$ cat src/rtl/fifo_wr_arbiter_pkg.sv
// Shared definitions for the FIFO write-side control blocks: default FIFO
// geometry, occupancy counter width and the round-robin pick function.
package fifo_ctrl_pkg;

  localparam int DEF_FIFO_WIDTH = 16;
  localparam int DEF_FIFO_DEPTH = 8;
  localparam int LVL_W          = $clog2(DEF_FIFO_DEPTH + 1);

  // The pick function works on the largest supported requester count; callers
  // zero-extend their request vector and pass the live width in n.
  localparam int MAX_REQ = 8;
  localparam int PTR_W   = 3;

  // One-hot grant of the first set request at or after ptr, wrapping at n.
  function automatic logic [MAX_REQ-1:0] rr_pick(
    input logic [MAX_REQ-1:0] req,
    input logic [PTR_W-1:0]   ptr,
    input int                 n
  );
    logic [MAX_REQ-1:0] g;
    logic               found;
    int                 idx;
    g     = '0;
    found = 1'b0;
    for (int i = 0; i < MAX_REQ; i++) begin
      if (i < n) begin
        idx = int'(ptr) + i;
        if (idx >= n) idx = idx - n;
        if (!found && req[idx[PTR_W-1:0]]) begin
          g[idx[PTR_W-1:0]] = 1'b1;
          found             = 1'b1;
        end
      end
    end
    return g;
  endfunction

endpackage

$ cat src/rtl/fifo_wr_arbiter_if.sv
// Producer and FIFO write-side signals seen by the write arbiter.
// master: the arbiter; slave: producers plus the attached FIFO.
interface fifo_wr_arbiter_if
  import fifo_ctrl_pkg::*;
#(
  parameter int NUM_REQ    = 4,
  parameter int FIFO_WIDTH = DEF_FIFO_WIDTH,
  parameter int FIFO_DEPTH = DEF_FIFO_DEPTH
);

  localparam int LEVEL_W = $clog2(FIFO_DEPTH + 1);

  logic [NUM_REQ-1:0]            req;
  logic [NUM_REQ*FIFO_WIDTH-1:0] req_data;
  logic [NUM_REQ-1:0]            gnt;
  logic                          fifo_wr_en;
  logic [FIFO_WIDTH-1:0]         fifo_data_in;
  logic                          fifo_rd_fire;
  logic                          fifo_wr_ack;
  logic                          fifo_overflow;
  logic [LEVEL_W-1:0]            level;
  logic                          ovf_err;
  logic                          ack_err;

  modport master (
    input  req, req_data, fifo_rd_fire, fifo_wr_ack, fifo_overflow,
    output gnt, fifo_wr_en, fifo_data_in, level, ovf_err, ack_err
  );

  modport slave (
    output req, req_data, fifo_rd_fire, fifo_wr_ack, fifo_overflow,
    input  gnt, fifo_wr_en, fifo_data_in, level, ovf_err, ack_err
  );

endinterface

$ cat src/rtl/fifo_wr_arbiter_rr_arbiter.sv
// Round-robin arbiter: combinational pick starting at rr_ptr, pointer moves
// past the winner on every grant. Grants are suppressed while en is low or
// while reset is asserted.
module rr_arbiter
  import fifo_ctrl_pkg::*;
#(
  parameter int N = 4
) (
  input  logic         clk,
  input  logic         rst,
  input  logic         en,
  input  logic [N-1:0] req,
  output logic [N-1:0] gnt
);

  localparam int PW = (N > 1) ? $clog2(N) : 1;

  logic [PW-1:0]      rr_ptr;
  logic [PW-1:0]      ptr_nxt;
  logic [MAX_REQ-1:0] req_ext;
  logic [MAX_REQ-1:0] pick;

  // Pick the first requester at or after rr_ptr; gate with enable and reset.
  always_comb begin
    req_ext        = '0;
    req_ext[N-1:0] = req;
    pick           = rr_pick(req_ext, PTR_W'(rr_ptr), N);
    gnt            = (rst || !en) ? '0 : pick[N-1:0];
  end

  // Next pointer is one past the winner, wrapping to 0 after N-1.
  always_comb begin
    ptr_nxt = rr_ptr;
    for (int i = 0; i < N; i++) begin
      if (gnt[i]) ptr_nxt = (i == N - 1) ? '0 : PW'(i + 1);
    end
  end

  // Pointer advances only on a grant.
  always_ff @(posedge clk) begin
    if (rst)       rr_ptr <= '0;
    else if (|gnt) rr_ptr <= ptr_nxt;
  end

endmodule

$ cat src/rtl/fifo_wr_arbiter.sv
// Shares one FIFO write port among NUM_REQ producers. Tracks committed
// occupancy so a write is never issued into a full FIFO, registers the write
// side, and raises sticky flags on bad wr_ack / overflow responses.
module fifo_wr_arbiter
  import fifo_ctrl_pkg::*;
#(
  parameter int NUM_REQ    = 4,
  parameter int FIFO_WIDTH = DEF_FIFO_WIDTH,
  parameter int FIFO_DEPTH = DEF_FIFO_DEPTH
) (
  input logic               clk,
  input logic               rst,
  fifo_wr_arbiter_if.master bus
);

  localparam int LEVEL_W = $clog2(FIFO_DEPTH + 1);

  logic                  can_issue_p0;
  logic [NUM_REQ-1:0]    gnt_p0;
  logic                  vld_p0;
  logic [FIFO_WIDTH-1:0] data_p0;
  logic                  rd_dec;
  logic                  rd_under;
  logic                  ack_pending;

  // A read in the same cycle is deliberately not credited here.
  assign can_issue_p0 = (bus.level < LEVEL_W'(FIFO_DEPTH));

  rr_arbiter #(.N(NUM_REQ)) u_rr (
    .clk (clk),
    .rst (rst),
    .en  (can_issue_p0),
    .req (bus.req),
    .gnt (gnt_p0)
  );

  assign bus.gnt = gnt_p0;
  assign vld_p0  = |gnt_p0;

  // Select the granted producer's data slice.
  always_comb begin
    data_p0 = '0;
    for (int i = 0; i < NUM_REQ; i++) begin
      if (gnt_p0[i]) data_p0 = bus.req_data[i*FIFO_WIDTH +: FIFO_WIDTH];
    end
  end

  // A read at level 0 cannot be real; it is dropped from the count and flagged.
  assign rd_dec   = bus.fifo_rd_fire && (bus.level != '0);
  assign rd_under = bus.fifo_rd_fire && (bus.level == '0);

  // ---- p0 -> p1: registered FIFO write and committed occupancy ----
  always_ff @(posedge clk) begin
    if (rst) begin
      bus.fifo_wr_en   <= 1'b0;
      bus.fifo_data_in <= '0;
      bus.level        <= '0;
    end else begin
      bus.fifo_wr_en <= vld_p0;
      if (vld_p0) bus.fifo_data_in <= data_p0;
      bus.level <= bus.level + LEVEL_W'(vld_p0) - LEVEL_W'(rd_dec);
    end
  end

  // Response checkers: wr_ack must follow wr_en by exactly one cycle.
  always_ff @(posedge clk) begin
    if (rst) begin
      ack_pending <= 1'b0;
      bus.ack_err <= 1'b0;
      bus.ovf_err <= 1'b0;
    end else begin
      ack_pending <= bus.fifo_wr_en;
      if ((ack_pending != bus.fifo_wr_ack) || rd_under) bus.ack_err <= 1'b1;
      if (bus.fifo_overflow) bus.ovf_err <= 1'b1;
    end
  end

endmodule

$ cat src/flat_wrapper.sv
// flat-port wrapper written by rule: the top's interface ports become plain ports
module fifo_wr_arbiter_flat import fifo_ctrl_pkg::*;
#(
  parameter int NUM_REQ    = 4,
  parameter int FIFO_WIDTH = DEF_FIFO_WIDTH,
  parameter int FIFO_DEPTH = DEF_FIFO_DEPTH
)
  (clk, rst, bus_req, bus_req_data, bus_fifo_rd_fire, bus_fifo_wr_ack, bus_fifo_overflow, bus_gnt, bus_fifo_wr_en, bus_fifo_data_in, bus_level, bus_ovf_err, bus_ack_err);
  fifo_wr_arbiter_if #(.NUM_REQ(NUM_REQ), .FIFO_WIDTH(FIFO_WIDTH), .FIFO_DEPTH(FIFO_DEPTH)) bus_i ();
  input logic clk;
  input logic rst;
  input wire logic [$bits(bus_i.req)-1:0] bus_req;
  input wire logic [$bits(bus_i.req_data)-1:0] bus_req_data;
  input wire logic [$bits(bus_i.fifo_rd_fire)-1:0] bus_fifo_rd_fire;
  input wire logic [$bits(bus_i.fifo_wr_ack)-1:0] bus_fifo_wr_ack;
  input wire logic [$bits(bus_i.fifo_overflow)-1:0] bus_fifo_overflow;
  output wire logic [$bits(bus_i.gnt)-1:0] bus_gnt;
  output wire logic [$bits(bus_i.fifo_wr_en)-1:0] bus_fifo_wr_en;
  output wire logic [$bits(bus_i.fifo_data_in)-1:0] bus_fifo_data_in;
  output wire logic [$bits(bus_i.level)-1:0] bus_level;
  output wire logic [$bits(bus_i.ovf_err)-1:0] bus_ovf_err;
  output wire logic [$bits(bus_i.ack_err)-1:0] bus_ack_err;
  assign bus_i.req = bus_req;
  assign bus_i.req_data = bus_req_data;
  assign bus_i.fifo_rd_fire = bus_fifo_rd_fire;
  assign bus_i.fifo_wr_ack = bus_fifo_wr_ack;
  assign bus_i.fifo_overflow = bus_fifo_overflow;
  assign bus_gnt = bus_i.gnt;
  assign bus_fifo_wr_en = bus_i.fifo_wr_en;
  assign bus_fifo_data_in = bus_i.fifo_data_in;
  assign bus_level = bus_i.level;
  assign bus_ovf_err = bus_i.ovf_err;
  assign bus_ack_err = bus_i.ack_err;
  fifo_wr_arbiter #(.NUM_REQ(NUM_REQ), .FIFO_WIDTH(FIFO_WIDTH), .FIFO_DEPTH(FIFO_DEPTH)) u_core (.clk(clk), .rst(rst), .bus(bus_i));
endmodule
$ cat config.mk
export PLATFORM = sky130hd
export DESIGN_NAME = fifo_wr_arbiter_flat
export DESIGN_NICKNAME = d
export VERILOG_FILES = /design/src/rtl/fifo_wr_arbiter_pkg.sv /design/src/rtl/fifo_wr_arbiter_if.sv /design/src/rtl/fifo_wr_arbiter_rr_arbiter.sv /design/src/rtl/fifo_wr_arbiter.sv /design/src/flat_wrapper.sv
export SDC_FILE = /design/constraint.sdc
export NUM_CORES = 1
export LEC_CHECK = 0
export ABC_AREA = 1
export CAP_MARGIN = 0
export CORE_ASPECT_RATIO = 1.25
export CORE_MARGIN = 2
export CORE_UTILIZATION = 38
export DETAILED_ROUTE_END_ITERATION = 10
export PLACE_DENSITY = 0.79
export SYNTH_ARGS = -nofsm -noshare
export SYNTH_HDL_FRONTEND = slang
export SYNTH_HIERARCHICAL = 1
export SYNTH_SLANG_ARGS = --single-unit
$ cat constraint.sdc
create_clock -name clk -period 3.3 [get_ports clk]
set_clock_uncertainty 0.1 [all_clocks]
set_input_delay 0.66 -clock clk [delete_from_list [all_inputs] [get_ports clk]]
set_output_delay 0.66 -clock clk [all_outputs]
set_load 0.02 [all_outputs]
* Word-level counts from Yosys, hierarchy flattened
Index checks and enable logic that the tools add are counted.
Word-level totals: flip-flop bits (word level) 26, bits of input ports 73, output and inout port bits 27
Operators by class: add/sub/neg operators 9, magnitude comparators 13, eq/ne operators 1, muxes and demuxes 36, bitwise operators 3, reductions and logical operators 20
Operator list (count):
- $mux 16 | 4
- $mux 4 | 5
- $lt 3x4->1 const B | 4
- $bmux 1 s3 | 4
- $demux 1 s3 | 4
- $ge 3x1->1 const B | 4
- $mux 3 | 4
- $or 4x4->4 | 3
- $mux 1 | 11
- $ge 3x3->1 const B | 3
- $logic_and 1x1->1 | 9
- $sub 3x3->3 const B | 3
- $mux 2 | 4
- $reduce_bool 4->1 | 2
- $add 2x2->3 const B | 2
- $add 4x1->4 | 1
- $logic_not 1->1 | 4
- $logic_not 4->1 | 1
- $lt 4x4->1 const B | 1
- $reduce_or 4->1 | 1
- $sub 4x1->4 | 1
- $add 2x1->3 const B | 1
- $ge 2x3->1 const B | 1
- $sub 2x3->3 const B | 1
- other kinds (3) | 4

* Logic depth before layout (Yosys ltp)
Gate-level depths: netlist of run 1.
depth in word-level cells 19, mapped depth 24

* Modules after synthesis
The synthesis of run 1 kept the hierarchy.
By module, submodules not included:
- fifo_wr_arbiter | times used 1, cells an instance 239, area an instance 1625.3 µm², seq. area each 480.5 µm²
- rr_arbiter | times used 1, cells an instance 87, area an instance 525.5 µm², seq. area each 40.0 µm²

* Worst setup path after synthesis of run 1
OpenSTA, ideal clock, no wires.
path type reg-to-reg, start point reg u_core.u_rr.rr_ptr[0], end point reg u_core.bus.level[2], library setup time 114 ps, arrival 3259 ps, setup slack -173 ps, cell stages (with the launch flop) 24, path buffers 2, period minus slack after synthesis 3473 ps, cell sequence dfxtp_1 > inv_2 > ha_1 > inv_1 > nand3_2 > nand3_2 > nand2_2 > nor2_4 > nand2_1 > nand3_1 > nand2_2 > inv_1 > buf_6 > nor2_2 > nand2_2 > inv_4 > buf_12 > ha_1 > inv_1 > ha_1 > inv_1 > fa_1 > xor2_1 > nor2_1
Between the ends: word-level cells in the longest chain between the ends 18, elaborated cells on any way between the ends 63, classes of those cells add/sub (9); order compare (12); mux (28); bitwise (3); reduce/logical (11)
Ends and longest elaborated chain:
- start, declared | RTL line fifo_wr_arbiter_rr_arbiter.sv:18 | logic [PW-1:0] rr_ptr;
- start signal, assigned | RTL line fifo_wr_arbiter_rr_arbiter.sv:42 | else if (|gnt) rr_ptr <= ptr_nxt;
- parallel branches: the longest is 13 deep, another holds $lt 3x4->1
- $mux 4 (*) | RTL line fifo_wr_arbiter_pkg.sv:29 | if (!found && req[idx[PTR_W-1:0]]) begin
- $mux 4 (*) | RTL line fifo_wr_arbiter_rr_arbiter.sv:28 | gnt = (rst || !en) ? '0 : pick[N-1:0];
- via bus_gnt[2] | RTL line flat_wrapper.sv:17 | output wire logic [$bits(bus_i.gnt)-1:0] bus_gnt;
- $reduce_or 4->1 (*) | RTL line fifo_wr_arbiter.sv:38 | assign vld_p0 = |gnt_p0;
- $add 4x1->4 (*) | RTL line fifo_wr_arbiter.sv:61 | bus.level <= bus.level + LEVEL_W'(vld_p0) - LEVEL_W'(rd_dec);
- $sub 4x1->4 (*) | RTL line fifo_wr_arbiter.sv:61
- end signal, assigned | RTL line fifo_wr_arbiter.sv:61
- end, declared | RTL line fifo_wr_arbiter_if.sv:27 | output gnt, fifo_wr_en, fifo_data_in, level, ovf_err, ack_err
Mark *: on every way through the listed nets, which the timed path passes. The select of a mux whose other input is x is not followed. A chain may end at the register's enable or synchronous reset.

* Final worst setup path of run 1
start point reg u_core.u_rr.rr_ptr[1], end point reg u_core.bus.level[2]
Between the ends: word-level cells in the longest chain between the ends 18, elaborated cells on any way between the ends 63, classes of those cells add/sub (9); order compare (12); mux (28); bitwise (3); reduce/logical (11)
Ends and longest elaborated chain (RTL line):
- parallel branches: the longest is 13 deep, another holds $lt 3x4->1
- $mux 4 (*) | fifo_wr_arbiter_pkg.sv:29
- $mux 4 (*) | fifo_wr_arbiter_rr_arbiter.sv:28
- $reduce_or 4->1 (*) | fifo_wr_arbiter.sv:38
- $add 4x1->4 (*) | fifo_wr_arbiter.sv:61
- $sub 4x1->4 (*) | fifo_wr_arbiter.sv:61
Every way passes the cells marked *. The select of a mux whose other input is x is not followed.

==> results.toml, run 1 <==
[power_and_ir_drop]
irDropWorstVdd_uv = 454
p_leak_nw = 1.64
power_density_nw_per_um2 = 771

[synth]
syn_area_sq_um = 2150
synthCells = 326
ys_ff_latch = 26
syn_nets = 412
synth_top_flop_cell = "dfxtp_1"
synth.top_cell.area_share_pct = 24.2
ys_types = 31
synth_area_leaders = "dfxtp_1 24%, nand2_1 15%, nand3_1 12%, ha_1 7.0%, inv_1 6.5%"
synth_area_per_cell_sq_um = 6.60
seq_area_frac_synth_pct = 24.2
synth_edf_count = 0
ys_warn_count = 6
synth_top_area_cell = "dfxtp_1"
async_flop_share_pct = 0

[die]
start_util_pct = 39.5
die_y_um = 88.1
pin_count = 100
coreArea_sq_um = 5440
die_w_um = 71.3
dieArea_sq_um = 6280
rows = 30

[worst_setup_path]
r2r_end = "u_core/bus.level[2]$_SDFF_PP0_"
slowest_delay_ns = 0.36
critPathRequiredTime_ns = 3.37
r2r_cells = 21
path_class = "reg2reg"
r2r-start = "u_core/u_rr/rr_ptr[1]$_SDFFE_PP0P_"
startpoint_type = "register"
cpMaxStageDelayCell = "dfxtp_1"
path_cells = "buf_4, ha_1, inv_1, nand2_1, nand3_4, nand2_2, inv_2, nand3_1, nand3_1, nand2_1, inv_2, nor2_2, nand2_2, inv_4, ha_1, inv_1, ha_1, inv_1, fa_1, xor2_1, nor2_1"
critPathArrivalTime_ns = 3.10
r2r_slack_ns = 0.26
cp_max_fo = 5
endpoint_kind = "register"

[sta]
slew_violations = 0
clock.fmax_mhz = 329
fin_crit_sh_pct = 92.0
hold_viol = 0
worst_slew_pin_slew_ns = 0.312
fin_setup_tns_ns = 0
slew_headroom_pct = 79.2
setup_viol = 0
finalHoldWorstSlack_ns = 0.338
period_needed_ns = 3.04

[placement]
dp_cells = 488
io_buffer_count = 99
gp_congestion = 0.883
place_hpwl_mm = 5.15

[finish]
final_util_pct = 60.9
drive_gt1_share_pct = 17.4
n_antenna_cell = 0
nFillCells = 517
finalNetCount = 517
finalNonFillerCells = 494
syn_to_final_growth_pct = 54.0
mostFrequentLayoutCells = "91 x clkdlybuf4s50_1, 83 x nand2_1, 50 x nand3_1"
final_common_cell = "clkdlybuf4s50_1"

[hold_path]
hp-start = "u_core/bus.fifo_wr_en$_SDFF_PP0_"
whs_path_depth = 2
min_to = "u_core/ack_pending$_SDFF_PP0_"
hp-class = "reg2reg"

[clock_tree]
postCtsHoldBufs = 0
clk_pin_slew_ns = 0.09
clock_sinks = 26
cts_buffer_depth = 2
cts-root-buf = "clkbuf_8"
htree_levels = 1
cts_tree = "done"
cts-buffers-inserted = 3
clkLatencyLatePin_ns = 0.26

[route]
post_drt_wl_per_cell_um = 13.4
vias_per_cell = 4.79
drtIter0Drc = 140
totalWireLength_mm = 6.62
ant_nets = 0
drt_pre_antenna_iters = 4
via_count = 2368
drc_errors = 0

[global_route]
grt_max_degree = 20
globalRouteTotalUtil_pct = 20.2
grt_pass1_vias = 2299
antenna_found_initial = 0
grt.overflow.total = 0
grt_pass1_wl_mm = 10.2

[status]
outcome = "complete, no violations"

[flow_run]
drv_cap = 0
-- stage by stage --
stage,total power (W),area [sq um],worst slack (ns)
after global routing,0.00280,3310,-0.00735
after floorplan,0.00177,2150,0.00440
after detailed placement,0.00230,3190,-0.218
final,0.00255,3310,0.262
after global placement,0.00226,3190,-0.111
after CTS,0.00249,3240,0.0615
-- worst max path at each step --
stage | cells after the start | start | slack, ns | to
2_1_floorplan | 23 | u_core/u_rr/rr_ptr[0]$_SDFFE_PP0P_ | 0.004 | u_core/bus.level[2]$_SDFF_PP0_
3_3_place_gp | 20 | bus_req[1] | -0.11 | u_core/bus.level[2]$_SDFF_PP0_
3_5_place_dp | 20 | bus_req[1] | -0.22 | u_core/bus.level[2]$_SDFF_PP0_
4_1_cts | 20 | bus_req[1] | 0.06 | u_core/bus.level[2]$_SDFF_PP0_
5_1_grt | 21 | u_core/u_rr/rr_ptr[1]$_SDFFE_PP0P_ | -0.007 | u_core/bus.level[2]$_SDFF_PP0_
6_report | 21 | u_core/u_rr/rr_ptr[1]$_SDFFE_PP0P_ | 0.26 | u_core/bus.level[2]$_SDFF_PP0_
-- where the power goes --
group	leakage (nW)	switching (W)	internal (W)
sequential	0.215	0.0000729	0.000428
combinational	1.40	0.00108	0.000771
clock	0.0288	0.0000960	0.000107
total	1.64	0.00125	0.00131
-- state kept, by name (all words and copies together) (netlist names) --
| signal | flops |
|---|---|
| u_core/bus.ack_err | 1 |
| u_core/bus.ovf_err | 1 |
| u_core/bus.fifo_wr_en | 1 |
| u_core/bus.level | 4 |
| u_core/ack_pending | 1 |
| u_core/u_rr/rr_ptr | 2 |
| u_core/bus.fifo_data_in | 16 |
-- logic make-up (layout without fill, tap and decap cells) --
logic type,after synthesis,count (layout),synth area share (%)
AO/OA/AOI/OAI,32,32,8.26
XOR/XNOR,2,2,0.815
adder cells (fa/ha/maj),13,13,7.91
buffers and inverters,60,164,14.1
flip-flops,26,26,24.2
AND/OR/NAND/NOR,193,193,44.7
-- critical path, delay by kind of cell, from the launching register on --
kind	cells	cell delay, ns
xor gates and xnor gates	1	0.14
adders and majority gates	4	1.00
buffers and inverters	7	0.48
DFF	1	0.36
and+or+nand+nor	9	0.84
-- per-layer routing --
| layer | wire length, um | up-vias | part of all wire [%] | GRT usage (%) |
|---|---|---|---|---|
| li1 | - | 1237 | - | - |
| met1 | 2700 | 1057 | 41 | 23.9 |
| met2 | 3460 | 70 | 52 | 38.7 |
| met3 | 420 | 4 | 6.3 | 3.11 |
| met4 | 44 | 0 | 0.66 | 3.09 |
| met5 | 0 | - | 0 | 0 |
-- Yosys cell counts (2+ instances only) --
library cell  instances
nand2_2              16
nor2_2                3
nand3_2              12
nor2_1                9
or2_1                 2
nand3_1              50
buf_6                 6
a21oi_1              19
buf_2                 3
dfxtp_1              26
or2_0                12
inv_1                37
inv_4                 2
buf_4                 2
ha_1                 12
a31oi_1               2
o21ai_1               4
nand2_1              86
inv_2                 8
nor2_4                2
o21ai_0               3
-- cell type report --
type                    count  area [sq um]  share of cell area [%]
multi-input cells         240          1370                    41.3
repair buffers            113          1100                    33.2
flip-flops and latches     26           524                    15.8
inverters                  47           184                    5.55
well taps                  64          80.1                    2.42
clock buffers               4          55.1                    1.66
-- timing repair --
action,4_1_cts,5_1_grt
gates resized for setup,4,15
pin swaps,0,3
buffers inserted,0,2
endpoints found under the setup margin,4,3
endpoints found under the hold margin,0,0
Power figures use the tool's default switching activity.
==> inputs of run 2 (changes only) <==
--- a/config.mk
+++ b/config.mk
@@ -9,9 +9,10 @@
 export CAP_MARGIN = 0
 export CORE_ASPECT_RATIO = 1.25
 export CORE_MARGIN = 2
-export CORE_UTILIZATION = 38
+export CORE_UTILIZATION = 46
 export DETAILED_ROUTE_END_ITERATION = 10
-export PLACE_DENSITY = 0.79
+export DONT_BUFFER_PORTS = 1
+export PLACE_DENSITY = 0.64
 export SYNTH_ARGS = -nofsm -noshare
 export SYNTH_HDL_FRONTEND = slang
 export SYNTH_HIERARCHICAL = 1
==> run 2 against run 1 <==
  * Design area fell by 33%
  * Die area fell by 17%
  * Worst setup slack improved by 0.040 ns
  * Worst hold slack improved by 0.0066 ns
  * Clock-buffer cell count fell by 1
  * Sequential power rose by 28%
  * Total power fell by 13%
  * Final cell count fell by 23%
  * Sequential share of layout area rose by 7.7 points
  * Highest routed layer unchanged
==> results.toml, run 2 (synthesized netlist as in run 1, its figures left out) <==
[flow_run]
drv_cap = 0

[worst_setup_path]
endpoint_kind = "register"
r2r-start = "u_core/u_rr/rr_ptr[1]$_SDFFE_PP0P_"
r2r_slack_ns = 0.30
critPathRequiredTime_ns = 3.37
critPathArrivalTime_ns = 3.07
startpoint_type = "register"
r2r_end = "u_core/bus.level[2]$_SDFF_PP0_"
r2r_cells = 20
cp_max_fo = 7
path_class = "reg2reg"

[clock_tree]
cts_tree = "done"
cts-buffers-inserted = 3
clk_pin_slew_ns = 0.09
postCtsSetupBuffers = 0
cts-root-buf = "clkbuf_8"
cts_buffer_depth = 2
clkLatencyLatePin_ns = 0.27
htree_levels = 1
clock_sinks = 26

[finish]
multi_input_area_sq_um = 1340
drive_gt1_share_pct = 18.9
top_register = "u_core/bus.fifo_data_in"
nFillCells = 480
seqCellArea_sq_um = 526
final_common_cell = "nand2_1"
mostFrequentLayoutCells = "86 x nand2_1, 50 x nand3_1, 33 x inv_1"
finalNetCount = 409
largest_register_ffs = 16
finalNonFillerCells = 380
syn_to_final_growth_pct = 3.72
reg_top3 = "u_core/bus.fifo_data_in (16), u_core/bus.level (4), u_core/u_rr/rr_ptr (2)"
n_antenna_cell = 0

[hold_path]
hp-start = "rst"
whs_path_depth = 1
hp-class = "in2reg"
min_to = "u_core/bus.level[1]$_SDFF_PP0_"

[global_route]
grtUsageMet1_pct = 20.5
antenna_found_initial = 0
grt-busiest-layer = "met2"
grt_util_met3_pct = 5.32
globalRouteTotalUtil_pct = 19.6
grt.overflow.total = 0
grt_pass1_wl_mm = 8.03
grtUsageMet2_pct = 37.3
grt_pass1_vias = 1736
grt_max_degree = 21

[route]
drt_pre_antenna_iters = 4
post_drt_wl_per_cell_um = 14.2
ant_nets = 0
drc_errors = 0
via_count = 1980
vias_per_cell = 5.21
totalWireLength_mm = 5.41
drtIter0Drc = 99

[sta]
slew_headroom_pct = 75.8
worst_slew_pin_slew_ns = 0.363
fin_setup_tns_ns = 0
period_needed_ns = 3.00
finalHoldWorstSlack_ns = 0.345
clock.fmax_mhz = 334
rsz0062_at_grt = "false"
setup_viol = 0
slew_violations = 0
fin_crit_sh_pct = 90.8
hold_viol = 0

[placement]
place_hpwl_mm = 4.25
gp_congestion = 0.935
io_buffer_count = 0
dp_cells = 376

[die]
coreArea_sq_um = 4460
dieArea_sq_um = 5240
pin_count = 100
start_util_pct = 48.2
die_w_um = 65.2
die_y_um = 80.5
rows = 27

[status]
outcome = "complete, no violations"

[power_and_ir_drop]
power_density_nw_per_um2 = 994
irDropWorstVdd_uv = 406
p_leak_nw = 1.17
run 2: cell types whose count changed in the layout (fill, tap and decap cells not counted), moves of 3 or more:
cell / change
dlymetal6s2s_1: -4
clkdlybuf4s50_1: -91
nand2_2: -3
buf_4: -9
nand2_1: +3
dlygate4sd2_1: -4
run 2: worst max-delay path: stages (launching register included):
cell and delay, ns:
dfxtp_2 0.41, inv_2 0.11, ha_4 0.29, inv_1 0.06, nand3_1 0.08, nand3_1 0.12
nor2_4 0.13, nand3_1 0.09, nand3_1 0.09, nand2_1 0.08, inv_1 0.09, nor2_2 0.05
nand2_2 0.08, inv_4 0.03, ha_1 0.27, inv_1 0.05, ha_1 0.15, inv_1 0.05
fa_1 0.37, xor2_1 0.15, nor2_1 0.05
run 2: repair_timing:
action | 4_1_cts | 5_1_grt
gates resized for setup | 0 | 4
endpoints found under the setup margin | 0 | 3
hold buffers | 0 | 0
run 2: worst max path at each step:
stage	from	to	slack, ns	depth (start not counted)
2_1_floorplan	u_core/u_rr/rr_ptr[0]$_SDFFE_PP0P_	u_core/bus.level[2]$_SDFF_PP0_	0.004	23
3_3_place_gp	u_core/u_rr/rr_ptr[1]$_SDFFE_PP0P_	u_core/bus.level[2]$_SDFF_PP0_	0.22	21
3_5_place_dp	u_core/u_rr/rr_ptr[1]$_SDFFE_PP0P_	u_core/bus.level[2]$_SDFF_PP0_	0.12	21
4_1_cts	u_core/u_rr/rr_ptr[1]$_SDFFE_PP0P_	u_core/bus.level[2]$_SDFF_PP0_	0.11	21
5_1_grt	u_core/u_rr/rr_ptr[1]$_SDFFE_PP0P_	u_core/bus.level[2]$_SDFF_PP0_	0.02	21
6_report	u_core/u_rr/rr_ptr[1]$_SDFFE_PP0P_	u_core/bus.level[2]$_SDFF_PP0_	0.30	20
run 2: stage by stage:
| step | area (sq um) | util [%] | setup slack (ns) | power [W] |
|---|---|---|---|---|
| after floorplan | 2150 | - | 0.00440 | 0.00177 |
| after global placement | 2140 | 48.0 | 0.224 | 0.00193 |
| after detailed placement | 2140 | 48.0 | 0.124 | 0.00195 |
| after CTS | 2210 | 49.6 | 0.107 | 0.00222 |
| after global routing | 2230 | 50.0 | 0.0214 | 0.00244 |
| final | 2230 | 50.0 | 0.302 | 0.00222 |
run 2: per-layer routing:
| metal | up-vias | wire [um] |
|---|---|---|
| met4 | 0 | 76 |
| li1 | 1022 | - |
| met3 | 8 | 550 |
| met2 | 77 | 2910 |
| met5 | - | 0 |
| met1 | 873 | 1870 |
run 2: cell type report:
| cell class | count | share of cell area, % |
|---|---|---|
| clock buffer | 3 | 1.85 |
| multi-input combinational | 240 | 60.1 |
| sequential | 26 | 23.6 |
| clock inverter | 1 | 1.35 |
| inverter | 47 | 8.24 |
| timing repair buffer | 5 | 1.68 |
| tap | 58 | 3.25 |
run 2: where the power goes:
group	internal (W)	leakage, nW	switching [W]
sequential	0.000430	0.215	0.000211
clock	0.000162	0.0357	0.000102
combinational	0.000476	0.920	0.000837
